**src/rtl/ps2_rx_fifo_if.sv**
```systemverilog
`default_nettype none
// +--------------------------------------------------------------------+
// | ps2_rx_fifo_if : PS/2 pins plus the show-ahead byte read port       |
// | Revision 1.0                                                        |
// +--------------------------------------------------------------------+
interface ps2_rx_fifo_if #(
    parameter int DEPTH = 8
);
    logic                   ps2_clk;
    logic                   ps2_data;
    logic                   rd_en;
    logic                   err_clr;
    logic [7:0]             rd_data;
    logic                   empty;
    logic [$clog2(DEPTH):0] count;
    logic                   parity_err;
    logic                   frame_err;
    logic                   overflow;

    modport slave (
        input  ps2_clk, ps2_data, rd_en, err_clr,
        output rd_data, empty, count, parity_err, frame_err, overflow
    );

    modport master (
        output ps2_clk, ps2_data, rd_en, err_clr,
        input  rd_data, empty, count, parity_err, frame_err, overflow
    );
endinterface
`default_nettype wire

```
**src/rtl/ps2_rx_fifo.sv**
```systemverilog
`default_nettype none
// +--------------------------------------------------------------------+
// | ps2_rx_fifo : checked PS/2 device-to-host receiver with byte FIFO   |
// | Optional parity checking: define PS2_RX_PARITY_EN.   Revision 1.0   |
// +--------------------------------------------------------------------+
module ps2_rx_fifo #(
    parameter int FILT_LEN = 8,
    parameter int DEPTH    = 8,
    parameter int TIMEOUT  = 100000
) (
    input  logic           clk,
    input  logic           reset,
    ps2_rx_fifo_if.slave   bus
);
    localparam int AW = $clog2(DEPTH);
    localparam int PW = AW + 1;
    localparam int TW = $clog2(TIMEOUT + 1);

    typedef enum logic [1:0] {IDLE, DATA, PARITY, STOP} state_t;

    logic [1:0]          ps2c_sync_q, ps2d_sync_q;
    logic [FILT_LEN-1:0] hist_q;
    logic                filt_q, filt_d, fall_q;
    state_t              state_q, state_d;
    logic [2:0]          bitcnt_q, bitcnt_d;
    logic [7:0]          shreg_q, shreg_d;
    logic [TW-1:0]       tmo_q, tmo_d;
    logic                push, set_perr, set_ferr, data_bit;
`ifdef PS2_RX_PARITY_EN
    logic                par_q, par_d, perr_q;
`endif
    logic                ferr_q, ovf_q;
    logic [7:0]          mem_q [DEPTH];
    logic [PW-1:0]       wr_ptr_q, rd_ptr_q, count_w;
    logic                empty_w, full_w, do_pop, do_push, ovf_set;

    assign data_bit = ps2d_sync_q[1];

    // Filtered clock only moves after FILT_LEN agreeing samples.
    always_comb begin
        filt_d = filt_q;
        if (hist_q == '0)
            filt_d = 1'b0;
        else if (&hist_q)
            filt_d = 1'b1;
    end

    always_comb begin
        state_d  = state_q;
        bitcnt_d = bitcnt_q;
        shreg_d  = shreg_q;
        tmo_d    = tmo_q;
        push     = 1'b0;
        set_perr = 1'b0;
        set_ferr = 1'b0;
`ifdef PS2_RX_PARITY_EN
        par_d    = par_q;
`endif
        case (state_q)
            IDLE: begin
                if (fall_q && !data_bit) begin
                    state_d  = DATA;
                    bitcnt_d = 3'd0;
                end
            end
            DATA: begin
                if (fall_q) begin
                    shreg_d  = {data_bit, shreg_q[7:1]};
                    bitcnt_d = bitcnt_q + 3'd1;
                    if (bitcnt_q == 3'd7)
                        state_d = PARITY;
                end
            end
            PARITY: begin
                if (fall_q) begin
`ifdef PS2_RX_PARITY_EN
                    par_d = data_bit;
`endif
                    state_d = STOP;
                end
            end
            STOP: begin
                if (fall_q) begin
                    state_d  = IDLE;
                    set_ferr = !data_bit;
`ifdef PS2_RX_PARITY_EN
                    set_perr = !(^{shreg_q, par_q});
`endif
                    push     = !set_ferr && !set_perr;
                end
            end
            default: state_d = IDLE;
        endcase

        if (state_q == IDLE || fall_q) begin
            tmo_d = '0;
        end else begin
            tmo_d = tmo_q + 1'b1;
            if (tmo_d == TW'(TIMEOUT)) begin
                state_d  = IDLE;
                bitcnt_d = 3'd0;
                shreg_d  = 8'h00;
                tmo_d    = '0;
                set_ferr = 1'b1;
            end
        end
    end

    always_ff @(posedge clk or posedge reset) begin
        if (reset) begin
            ps2c_sync_q <= 2'b11;
            ps2d_sync_q <= 2'b11;
            hist_q      <= '1;
            filt_q      <= 1'b1;
            fall_q      <= 1'b0;
            state_q     <= IDLE;
            bitcnt_q    <= 3'd0;
            shreg_q     <= 8'h00;
            tmo_q       <= '0;
`ifdef PS2_RX_PARITY_EN
            par_q       <= 1'b0;
`endif
        end else begin
            ps2c_sync_q <= {ps2c_sync_q[0], bus.ps2_clk};
            ps2d_sync_q <= {ps2d_sync_q[0], bus.ps2_data};
            hist_q      <= {hist_q[FILT_LEN-2:0], ps2c_sync_q[1]};
            filt_q      <= filt_d;
            fall_q      <= filt_q && !filt_d;
            state_q     <= state_d;
            bitcnt_q    <= bitcnt_d;
            shreg_q     <= shreg_d;
            tmo_q       <= tmo_d;
`ifdef PS2_RX_PARITY_EN
            par_q       <= par_d;
`endif
        end
    end

    // Pointers carry one extra bit so full and empty are distinguishable.
    assign count_w = wr_ptr_q - rd_ptr_q;
    assign empty_w = (count_w == '0);
    assign full_w  = (count_w == PW'(DEPTH));
    assign do_pop  = bus.rd_en && !empty_w;
    assign do_push = push && (!full_w || do_pop);
    assign ovf_set = push && full_w && !do_pop;

    always_ff @(posedge clk or posedge reset) begin
        if (reset) begin
            wr_ptr_q <= '0;
            rd_ptr_q <= '0;
            for (int i = 0; i < DEPTH; i++)
                mem_q[i] <= 8'h00;
        end else begin
            if (do_push) begin
                mem_q[wr_ptr_q[AW-1:0]] <= shreg_q;
                wr_ptr_q <= wr_ptr_q + 1'b1;
            end
            if (do_pop)
                rd_ptr_q <= rd_ptr_q + 1'b1;
        end
    end

    always_ff @(posedge clk or posedge reset) begin
        if (reset) begin
            ferr_q <= 1'b0;
            ovf_q  <= 1'b0;
`ifdef PS2_RX_PARITY_EN
            perr_q <= 1'b0;
`endif
        end else begin
            ferr_q <= set_ferr || (ferr_q && !bus.err_clr);
            ovf_q  <= ovf_set  || (ovf_q  && !bus.err_clr);
`ifdef PS2_RX_PARITY_EN
            perr_q <= set_perr || (perr_q && !bus.err_clr);
`endif
        end
    end

    assign bus.rd_data    = mem_q[rd_ptr_q[AW-1:0]];
    assign bus.empty      = empty_w;
    assign bus.count      = count_w;
    assign bus.frame_err  = ferr_q;
    assign bus.overflow   = ovf_q;
`ifdef PS2_RX_PARITY_EN
    assign bus.parity_err = perr_q;
`else
    assign bus.parity_err = 1'b0;
`endif
endmodule
`default_nettype wire

```
**src/flat_wrapper.sv**
```systemverilog
// flat-port wrapper written by rule: the top's interface ports become plain ports
module ps2_rx_fifo_flat 
#(
    parameter int FILT_LEN = 8,
    parameter int DEPTH    = 8,
    parameter int TIMEOUT  = 100000
)
  (clk, reset, bus_ps2_clk, bus_ps2_data, bus_rd_en, bus_err_clr, bus_rd_data, bus_empty, bus_count, bus_parity_err, bus_frame_err, bus_overflow);
  ps2_rx_fifo_if #(.DEPTH(DEPTH)) bus_i ();
  input  logic clk;
  input  logic reset;
  input wire logic [$bits(bus_i.ps2_clk)-1:0] bus_ps2_clk;
  input wire logic [$bits(bus_i.ps2_data)-1:0] bus_ps2_data;
  input wire logic [$bits(bus_i.rd_en)-1:0] bus_rd_en;
  input wire logic [$bits(bus_i.err_clr)-1:0] bus_err_clr;
  output wire logic [$bits(bus_i.rd_data)-1:0] bus_rd_data;
  output wire logic [$bits(bus_i.empty)-1:0] bus_empty;
  output wire logic [$bits(bus_i.count)-1:0] bus_count;
  output wire logic [$bits(bus_i.parity_err)-1:0] bus_parity_err;
  output wire logic [$bits(bus_i.frame_err)-1:0] bus_frame_err;
  output wire logic [$bits(bus_i.overflow)-1:0] bus_overflow;
  assign bus_i.ps2_clk = bus_ps2_clk;
  assign bus_i.ps2_data = bus_ps2_data;
  assign bus_i.rd_en = bus_rd_en;
  assign bus_i.err_clr = bus_err_clr;
  assign bus_rd_data = bus_i.rd_data;
  assign bus_empty = bus_i.empty;
  assign bus_count = bus_i.count;
  assign bus_parity_err = bus_i.parity_err;
  assign bus_frame_err = bus_i.frame_err;
  assign bus_overflow = bus_i.overflow;
  ps2_rx_fifo #(.FILT_LEN(FILT_LEN), .DEPTH(DEPTH), .TIMEOUT(TIMEOUT)) u_core (.clk(clk), .reset(reset), .bus(bus_i));
endmodule
```
**config.mk**
```make
export PLATFORM = sky130hd
export DESIGN_NAME = ps2_rx_fifo_flat
export DESIGN_NICKNAME = d
export VERILOG_FILES = /design/src/rtl/ps2_rx_fifo_if.sv /design/src/rtl/ps2_rx_fifo.sv /design/src/flat_wrapper.sv
export SDC_FILE = /design/constraint.sdc
export NUM_CORES = 1
export LEC_CHECK = 0
export ABC_AREA = 0
export BUFFER_PORTS_ARGS = -buffer_cell sky130_fd_sc_hd__buf_2
export CORE_AREA = 2 2 115 117
export DETAILED_ROUTE_END_ITERATION = 10
export DIE_AREA = 0 0 117 119
export PLACE_DENSITY = 0.6
export REMOVE_ABC_BUFFERS = 1
export SYNTH_ARGS = -nofsm -noshare
export SYNTH_HDL_FRONTEND = slang
export SYNTH_SLANG_ARGS = --single-unit
```
**constraint.sdc**
```tcl
create_clock -name clk -period 4.8 [get_ports clk]
set_input_delay 0.96 -clock clk [delete_from_list [all_inputs] [get_ports clk]]
set_output_delay 0.96 -clock clk [all_outputs]
set_load 0.02 [all_outputs]
```
-- Word level (Yosys, flattened, before mapping)
Index checks and enable logic that the tools add are counted.
- register bits after elaboration: 118
- input port bits: 6
- word-level logic and storage cells: 93
- output and inout bits: 16
- reduce and logical (&&, ||, !) cells: 23
- add/sub/neg operators: 5
- mux-type cells: 33
- magnitude comparators: 3
- bitwise operators: 2
- equal/unequal tests: 6
- operator list (kind ; number):
    $bwmux W64 ; 1
    $mux W8 ; 7
    $mux W17 ; 2
    $bmux W8 S3 ; 1
    $demux W8 S3 ; 1
    $add A17 B1 Y17 const B ; 1
    $eq A17 B17 Y1 const B ; 1
    $mux W2 ; 7
    $mux W3 ; 4
    $logic_and A1 B1 Y1 ; 9
    $add A4 B1 Y4 const B ; 2
    $ge A4 B4 Y1 const B ; 2
    $logic_not A8 Y1 ; 1
    $mux W1 ; 8
    $not A3 Y4 ; 2
    $pmux W2 S4 ; 1
    $reduce_and A8 Y1 ; 1
    $logic_not A1 Y1 ; 6
    $pmux W3 S2 ; 1
    $eq A2 B2 Y1 const B ; 2
    $eq A4 B4 Y1 const B ; 1
    $logic_not A4 Y1 ; 1
    $logic_or A1 B1 Y1 ; 4
    $lt A4 B1 Y1 const B ; 1
    5 further kinds ; 5

-- Depth between registers and ports, before layout
Gate-level depths: netlist (run 1).
- depth in word-level cells: 7
- mapped depth: 12
- depth with buffers taken out: 9

-- Worst setup path before layout (run 1)
No wires, ideal clock.
- kind: flip-flop to output port
- start: reg u_core.rd_ptr_q[1]
- end: out bus_empty
- stages on the path, launching flop included: 10
- path slack: 1.260 ns
- path buffers: 2
- arrival: 2.580 ns
- required time: 3.840 ns
- cell sequence: dfrtp_1 > clkbuf_1 > clkbuf_1 > inv_1 > ha_1 > nor2b_1 > o21a_1 > o21a_1 > nor2_1 > nor2_1
- word-level cells in the longest chain between the ends: 2
- ends and longest elaborated chain (what ; line ; source):
    start, declared ; ps2_rx_fifo.sv:34 ; logic [PW-1:0] wr_ptr_q, rd_ptr_q, count_w;
    start signal, assigned ; ps2_rx_fifo.sv:159 ; rd_ptr_q <= rd_ptr_q + 1'b1;
    $sub A4 B4 Y4 ; ps2_rx_fifo.sv:140 ; assign count_w = wr_ptr_q - rd_ptr_q;
    via bus_count[3] ; flat_wrapper.sv:18 ; output wire logic [$bits(bus_i.count)-1:0] bus_count;
    $logic_not A4 Y1 ; ps2_rx_fifo.sv:141 ; assign empty_w = (count_w == '0);
    end, declared ; flat_wrapper.sv:17 ; output wire logic [$bits(bus_i.empty)-1:0] bus_empty;
The timed path passes the listed nets, and every way through them passes these cells.

-- Final worst setup path (run 1)
- start: reg u_core.wr_ptr_q[0]
- end: out bus_empty
- word-level cells in the longest chain between the ends: 2
- ends and longest elaborated chain (what ; line ; source):
    start, declared ; ps2_rx_fifo.sv:34 ;
    start signal, assigned ; ps2_rx_fifo.sv:156 ; wr_ptr_q <= wr_ptr_q + 1'b1;
    $sub A4 B4 Y4 ; ps2_rx_fifo.sv:140 ;
    $logic_not A4 Y1 ; ps2_rx_fifo.sv:141 ;
Every way passes these cells.

==> results.ini, run 1 <==
[placement]
gp_congestion=0.798
hpwl_um=6900
place_inst=608
pre_cts_ws_ns=1.22
port_buffers=20

[logic_synthesis]
syn_area_um2=5610
seq_area_frac_synth_pct=53.0
synth_top_area_share_pct=46.9
netlist_instances=430
synth_area_leaders=dfrtp_1 47%, mux2_2 12%, mux4_2 6.4%, dfstp_2 6.1%, nand2_1 3.4%
synth-main-ff-cell=dfrtp_1
synth-seq-cells=118
yosys.area.top_type=dfrtp_1
yosysWarnings=0
synthArstFlopShare_pct=100
synth_edf_count=0
postSynthAreaPerCell_um2=13.0
synth_cell_types=57

[routing]
wirelength_um=10700
detail-route-antenna-nets=0
drc=0
via_per_inst=5.20
first_pass_iters=4
vias=3331
drt-initial-drc-count=142
wl_per_cell_um=16.7

[hold_path]
holdPathEnd=u_core.ps2c_sync_q[1]
min_from=u_core.ps2c_sync_q[0]
min_path_cells=0
hp-class=reg -> reg

[sta]
finalHoldViolCount=0
fin_skew_ns=0.00685
final-max-slew-violation-count=0
finalSetupTns_ns=0
fmax_mhz=254
period_needed_ns=3.94
tightest_slew_ns=0.824
relSlewSlack_pct=44.8
period_share_pct=82.0
rsz0062_at_grt=no
setup_slack_ns=0.865
setup_viol=0

[cts]
numClockSinks=118
clk_path_buf_depth=2
post_cts_buffers=0
clk_latency_ns=0.41
htreeDepth=4
cts_tree=built
cts_made_buffers=17
hold_buffers=0
clockRootBuffer=clkbuf_16
cts.repair.resized=0
clkSlewWorstSetupHoldPaths_ns=0.05

[grt]
grt_pass1_wl_um=18200
grt_pass1_vias=3505
grt_use_total_pct=17.5
gr-max-usage-layer=met2
grtUsageMet2_pct=27.7
grt_max_degree=62
antenna_found_initial=0
use_met1_pct=22.9
grt_overflow_total=0
globalRouteMet3Util_pct=4.78

[worst_setup_path]
critPathCaptureType=output pin
reg2regPathDepth=10
cp-start-kind=flop
cp_common_cell=inv_1
cp_data_arrival_time_ns=2.98
path_max_fanout=8
criticalPathCategory=reg -> out
regToRegSetupSlack_ns=1.16
slowest_stage=dfrtp_1
reg2reg_from=u_core.wr_ptr_q[0]
slowest_delay_ns=0.64
required_ns=3.84
worstPathCellList=inv_1 -> ha_1 -> inv_1 -> fa_1 -> or3_1 -> nor2_1 -> buf_2
rr_endpoint=u_core.mem_q[27]

[finish]
layout.nets=466
instances_no_fill=640
fin_util_pct=50.1
drive_gt1_share_pct=38.4
diodes=0
area_growth_pct=15.0

[pwr]
power.switching_uw=470
power_density_nw_per_um2=363
sw_frac_of_total_pct=20.0
leakagePower_uw=0.00291
clkPwrFrac_pct=55.7
internal_power_uw=1870
pwr-share-comb_pct=1.2
power_frac_seq_pct=43.2
peakVddDrop_mv=0.247

[outcome]
outcome=finished, final reports clean

[floorplanning]
fp.dieW_um=117
floorplan.initialDensity_pct=43.5
coreArea_um2=12900
die_area_um2=13900
fp.dieH_um=119
ios=22
rows=42

[run]
maxCapViolations=0

## worst max-delay path, delay by kind of cell (launching register included)
family	cells	cell delay, ns
flops	1	0.64
buf+inv	3	0.53
fa+ha+maj	2	0.72
simple gates	2	0.66
## layer usage
metal	vias to the layer above	share of wire [%]
li1	1557	-
met1	1715	46
met2	50	50
met3	9	2.8
met4	0	1.4
met5	-	0
## cells in the final DEF (no fill, tap or decap), types with 5 or more instances in the layout
master       n
dfrtp_1    105
mux2_2      61
nand2_1     51
nor2_1      29
buf_2       20
clkbuf_16   17
mux4_2      16
dfstp_2     13
xnor2_1     11
xor2_1       9
a21oi_2      9
inv_1        8
ha_1         8
nor3_1       7
nand4_1      6
nor4_1       6
buf_4        6
o21ai_0      5
mux2_1       5
a21oi_1      5
clkinv_2     5
## cells in the mapped netlist, types with 2 or more instances
master,count
buf_2,4
nor3b_1,2
xor2_1,9
or3_1,3
o21ai_0,5
o21a_1,3
nor3_4,3
buf_1,10
nor2b_1,4
a21oi_1,5
dfrtp_1,105
ha_1,8
mux2_1,5
nand2_1,51
buf_6,3
nand2b_1,2
clkbuf_1,5
mux4_2,16
nand4_1,6
nor3_1,7
xnor2_1,11
nor4b_4,3
a21oi_2,9
nor2_1,29
inv_1,9
dfstp_2,13
nand3_1,3
nor4_4,3
mux2_2,61
nor4_1,6
## registers in the layout, summed over array words and instances (netlist names)
name / flops
u_core.bitcnt_q: 3
u_core.bus.frame_err: 1
u_core.bus.overflow: 1
u_core.fall_q: 1
u_core.filt_q: 1
u_core.hist_q: 8
u_core.mem_q: 64
u_core.ps2c_sync_q: 2
u_core.ps2d_sync_q: 2
u_core.rd_ptr_q: 4
u_core.shreg_q: 8
u_core.state_q: 2
u_core.tmo_q: 17
u_core.wr_ptr_q: 4
## metrics by stage
step | hold slack [ns] | total power [uW] | instance area [um2]
after global placement | 0.347 | 1060 | 5840
after detailed placement | 0.349 | 1060 | 5840
after CTS | 0.357 | 2370 | 6450
after global routing | 0.359 | 2420 | 6450
after floorplan | 0.345 | 1040 | 5470
final | 0.357 | 2340 | 6450
## final cells by class
type	instances	area, um2
Sequential cell	118	2970
Timing Repair Buffer	26	145
Tap cell	176	220
Clock buffer	18	429
Inverter	10	40.0
Clock inverter	14	184
Fill cell	1123	6420
Multi-Input combinational cell	278	2460
## cell families (layout without fill, tap and decap cells)
logic type / Yosys count / in the layout / synth area share [%]
flops: 118 / 118 / 53.0
compound gates: 30 / 30 / 4.31
mux: 83 / 83 / 19.9
xor+xnor: 20 / 20 / 3.12
buf+inv: 34 / 68 / 3.12
other cells: 1 / 1 / 0.0669
simple gates: 135 / 135 / 14.4
fa+ha+maj: 9 / 9 / 2.14
## worst max-delay path by stage
stage / from / endpoint / slack (ns) / cells after the start
2_1_floorplan: reset / u_core.bitcnt_q[0] / 0.73 / 1
3_3_place_gp: u_core.wr_ptr_q[0] / u_core.mem_q[31] / 1.35 / 10
3_5_place_dp: u_core.wr_ptr_q[0] / u_core.mem_q[25] / 1.22 / 10
4_1_cts: u_core.wr_ptr_q[0] / bus_empty / 0.86 / 7
5_1_grt: u_core.wr_ptr_q[0] / bus_empty / 0.72 / 7
6_report: u_core.wr_ptr_q[0] / bus_empty / 0.86 / 7
## power by group through the flow
stage	registers (uW)	clock network (uW)	logic, uW
after floorplan	1030	0	17.9
after global placement	1030	0	28.4
after detailed placement	1030	0	28.8
after CTS	1010	1330	29.0
after global routing	1010	1380	32.9
final	1010	1300	27.0
No activity file was read; power rests on OpenSTA's default activity.
==> run 2: changes to the inputs <==
==> constraint.sdc (replaced) <==
create_clock -name clk -period 3.7 [get_ports clk]
set_input_delay 0.74 -clock clk [delete_from_list [all_inputs] [get_ports clk]]
set_output_delay 0.74 -clock clk [all_outputs]
set_load 0.02 [all_outputs]
==> run 2 against run 1 <==
Compared with the run above:
- non-clock buffer count rose by 8
- global-route usage up 0.20 points
- total power grew 33%
- hold slack got worse by 0.0029 ns
- combinational power is 35% higher
- critical path depth unchanged
- core utilization rose by 0.65 points
- via count increased by 2.9%
- cell area increased by 1.3%
- clock power up 35%
- register-to-register slack worse by 0.69 ns
- largest power group unchanged
==> results.ini, run 2 (synthesis gave the netlist of run 1 again) <==
[outcome]
outcome=finished, final reports clean

[sta]
fin_skew_ns=0.00500
finalHoldViolCount=0
rsz0062_at_grt=no
final-max-slew-violation-count=0
relSlewSlack_pct=39.0
period_needed_ns=3.45
period_share_pct=93.3
fmax_mhz=290
tightest_slew_ns=0.915
setup_viol=0

[finish]
multi_input_area_um2=2460
fin_util_pct=50.7
area_growth_pct=16.5
biggestRegsByFlops=u_core.mem_q: 64 flops, u_core.tmo_q: 17 flops
final_cell_mix=105 x dfrtp_1, 61 x mux2_2, 51 x nand2_1, 29 x nor2_1, 20 x buf_2
register_area_um2=2970
diodes=0
largest_reg_flops=64
largest-register=u_core.mem_q
layout.nets=474
fillers=1118
drive_gt1_share_pct=39.4
layout_commonest_cell=dfrtp_1

[pwr]
peakVddDrop_mv=0.319
finalPower_uw=3110
power_density_nw_per_um2=476
leakagePower_uw=0.00296

[cts]
numClockSinks=118
clkSlewWorstSetupHoldPaths_ns=0.05
htreeDepth=4
cts.repair.resized=0
post_cts_buffers=0
cts_tree=built
clk_path_buf_depth=2
hold_buffers=0
clockRootBuffer=clkbuf_16
cts_made_buffers=17
clk_latency_ns=0.41

[worst_setup_path]
cp_top_family=flip-flops
reg2reg_from=u_core.wr_ptr_q[0]
critPathBufInv=3
cp_common_cell=inv_1
criticalPathCategory=reg -> out
critPathCaptureType=output pin
crit_cells=7
rr_endpoint=u_core.mem_q[48]
cp-start-kind=flop
reg2regPathDepth=10
slowest_delay_ns=0.65
slowest_stage=dfrtp_1
regToRegSetupSlack_ns=0.47
cp_data_arrival_time_ns=2.71
required_ns=2.96
path_max_fanout=8
worstPathCellList=inv_1 -> ha_1 -> inv_1 -> fa_1 -> or3_1 -> nor2_1 -> buf_2

[hold_path]
hp-class=reg -> reg
holdPathEnd=u_core.ps2d_sync_q[1]
min_from=u_core.ps2d_sync_q[0]
min_path_cells=0

[floorplanning]
fp.dieW_um=117
rows=42
fp.dieH_um=119
floorplan.initialDensity_pct=43.5
die_area_um2=13900
ios=22
coreArea_um2=12900

[grt]
grt_pass1_vias=3502
grt_max_degree=75
grt_overflow_total=0
antenna_found_initial=0
grt_pass1_wl_um=18400
grt_use_total_pct=17.7

[placement]
port_buffers=20
gp_congestion=0.812
hpwl_um=6960

[run]
maxCapViolations=0

[routing]
via_per_inst=5.29
wl_per_cell_um=16.6
wirelength_um=10700
detail-route-antenna-nets=0
first_pass_iters=4
vias=3426
drt-initial-drc-count=199
drc=0

-- run 2: stage by stage --
stage | worst slack [ns] | instance area (um2) | hold slack [ns] | cells | setup TNS [ns]
finish | 0.247 | 6530 | 0.354 | 648 | 0
global route | 0.115 | 6530 | 0.358 | 648 | 0
CTS | 0.225 | 6530 | 0.355 | 648 | 0
detailed placement | 0.493 | 5900 | 0.347 | 616 | 0
global placement | 0.552 | 5900 | 0.346 | 616 | 0
floorplan | -0.148 | 5470 | 0.345 | 406 | -22.91
-- run 2: worst max-delay path by stage --
stage	from	end	slack, ns
after global placement	u_core.wr_ptr_q[0]	u_core.mem_q[33]	0.55
after detailed placement	u_core.wr_ptr_q[0]	u_core.mem_q[48]	0.49
after CTS	u_core.wr_ptr_q[0]	bus_empty	0.22
after global routing	u_core.wr_ptr_q[0]	bus_empty	0.11
final	u_core.wr_ptr_q[0]	bus_empty	0.25
after floorplan	reset	u_core.bitcnt_q[0]	-0.15
-- run 2: worst register-to-register path, stage by stage, from the launching register on --
cell and delay [ns]:
dfrtp_1 0.65, inv_1 0.13, ha_1 0.22, inv_1 0.07, fa_1 0.42, or3_1 0.51
o41ai_4 0.23, buf_4 0.32, nor4_4 0.05, buf_4 0.23, mux2_2 0.29
-- run 2: layout make-up --
class	instances	share of cell area, %
clock buffer	18	6.57
clock inverter	14	3.18
inverter	10	0.613
multi-input combinational	278	37.7
sequential	118	45.4
tap	176	3.37
timing repair buffer	34	3.14
-- run 2: per-layer routing --
metal	vias to the layer above	wire length, um	global-route usage, %
met5	-	0	0
met4	0	235	7.57
met3	18	296	5.80
met2	59	5160	25.5
met1	1762	5060	24.4
li1	1587	-	-
-- run 2: report_power, final --
group | switching [uW] | internal (uW) | total [uW]
clock network | 576 | 1190 | 1760
logic | 30.2 | 6.29 | 36.5
registers | 5.81 | 1310 | 1310
==> run 3: changes to the inputs <==
--- a/config.mk
+++ b/config.mk
@@ -10,7 +10,7 @@
 export CORE_AREA = 2 2 115 117
 export DETAILED_ROUTE_END_ITERATION = 10
 export DIE_AREA = 0 0 117 119
-export PLACE_DENSITY = 0.6
+export PLACE_DENSITY = 0.71
 export REMOVE_ABC_BUFFERS = 1
 export SYNTH_ARGS = -nofsm -noshare
 export SYNTH_HDL_FRONTEND = slang
==> run 3 against run 2 <==
Compared with the run above:
- sequential power hardly changed
- die area stayed put
- worst setup slack better by 0.10 ns
- register-to-register slack worse by 0.02 ns
- largest cell class unchanged
- clock power is 8% lower
- fmax is 3.1% higher
- critical endpoint unchanged
- highest routed layer unchanged
==> results.ini, run 3 (synthesis gave the netlist of run 1 again) <==
[outcome]
outcome=finished, final reports clean

[run]
maxCapViolations=0

[cts]
hold_buffers=0
clkSlewWorstSetupHoldPaths_ns=0.05
clockRootBuffer=clkbuf_16
htreeDepth=4
cts_tree=built
cts_made_buffers=17
clk_path_buf_depth=2
cts.repair.resized=0
clk_latency_ns=0.42
numClockSinks=118
post_cts_buffers=0

[worst_setup_path]
critPathCaptureType=output pin
path_max_fanout=6
cp_data_arrival_time_ns=2.61
required_ns=2.96
criticalPathCategory=reg -> out
cp-start-kind=flop

[floorplanning]
fp.dieH_um=119
die_area_um2=13900
coreArea_um2=12900
rows=42
ios=22
fp.dieW_um=117
floorplan.initialDensity_pct=43.5

[finish]
biggestRegsByFlops=u_core.mem_q: 64 flops, u_core.tmo_q: 17 flops
largest-register=u_core.mem_q
layout_commonest_cell=dfrtp_1
layout.nets=467
area_growth_pct=14.9
final_cell_mix=105 x dfrtp_1, 61 x mux2_2, 51 x nand2_1, 29 x nor2_1, 20 x buf_2
finalInstanceArea_um2=6440
drive_gt1_share_pct=37.8
fin_util_pct=50.0
instances_no_fill=641
diodes=0
largest_reg_flops=64

[sta]
period_needed_ns=3.35
final-max-slew-violation-count=0
finalHoldViolCount=0
setup_viol=0
period_share_pct=90.5
tightest_slew_ns=0.857
fin_skew_ns=0.0127
relSlewSlack_pct=42.8
fmax_mhz=298
rsz0062_at_grt=no

[grt]
grt_pass1_wl_um=18100
grt_max_degree=68
antenna_found_initial=0
grt_pass1_vias=3649
grt_use_total_pct=17.3
grt_overflow_total=0

[placement]
gp_congestion=0.793
place_area_um2=5860
place_inst=609
hpwl_um=6950
port_buffers=20

[routing]
drt-initial-drc-count=159
via_per_inst=5.32
detail-route-antenna-nets=0
wirelength_um=10600
first_pass_iters=4
wl_per_cell_um=16.6
vias=3412
drc=0

[pwr]
finalPower_uw=2970
leakagePower_uw=0.00291
power_density_nw_per_um2=461
peakVddDrop_mv=0.353

[hold_path]
hp-class=reg -> reg

## run 3: area by class of cell
cell class	count	area [um2]
well taps	176	220
fillers	1114	6430
multi-input cells	278	2460
inverters	10	40.0
clock buffers	22	454
clock inverters	10	130
flip-flops and latches	118	2970
repair buffers	27	165
## run 3: where the power goes
part	switching, uW	internal [uW]	total, uW
Clock	557	1070	1620
Combinational	29.7	6.29	36.0
Sequential	5.56	1310	1310
Total	592	2380	2970
## run 3: per-layer routing
metal  track usage, %  share of wire [%]  vias to the layer above
met1             21.6                 44                     1755
li1                 -                  -                     1569
met2             26.9                 49                       61
met5                0                  0                        -
met3             6.11                3.7                       27
met4             8.01                2.7                        0
## run 3: metrics by stage
step	worst slack, ns	TNS (ns)	hold slack [ns]
CTS	0.328	0	0.355
global placement	0.570	0	0.346
finish	0.350	0	0.354
floorplan	-0.148	-22.91	0.345
detailed placement	0.461	0	0.347
global route	0.223	0	0.362
## run 3: critical path: stages (launching register included)
cell	delay (ns)
dfrtp_1	0.37
inv_1	0.23
ha_1	0.23
inv_1	0.06
fa_1	0.38
xor2_1	0.18
or3_1	0.43
nor2_1	0.13
buf_2	0.17
## run 3: worst paths after layout
path / cells past startpoint / slack, ns / end / startpoint
worst max-delay path: 8 / 0.35 / bus_empty / u_core.wr_ptr_q[0]
worst min-delay path: 0 / 0.35 / u_core.hist_q[0] / u_core.ps2c_sync_q[1]
worst max register to register: 10 / 0.45 / u_core.mem_q[28] / u_core.wr_ptr_q[0]
worst min register to register: 0 / 0.35 / u_core.hist_q[0] / u_core.ps2c_sync_q[1]
max in group asynchronous: 3 / 2.43 / u_core.mem_q[56] / reset
min in group asynchronous: 2 / 0.50 / u_core.mem_q[38] / reset
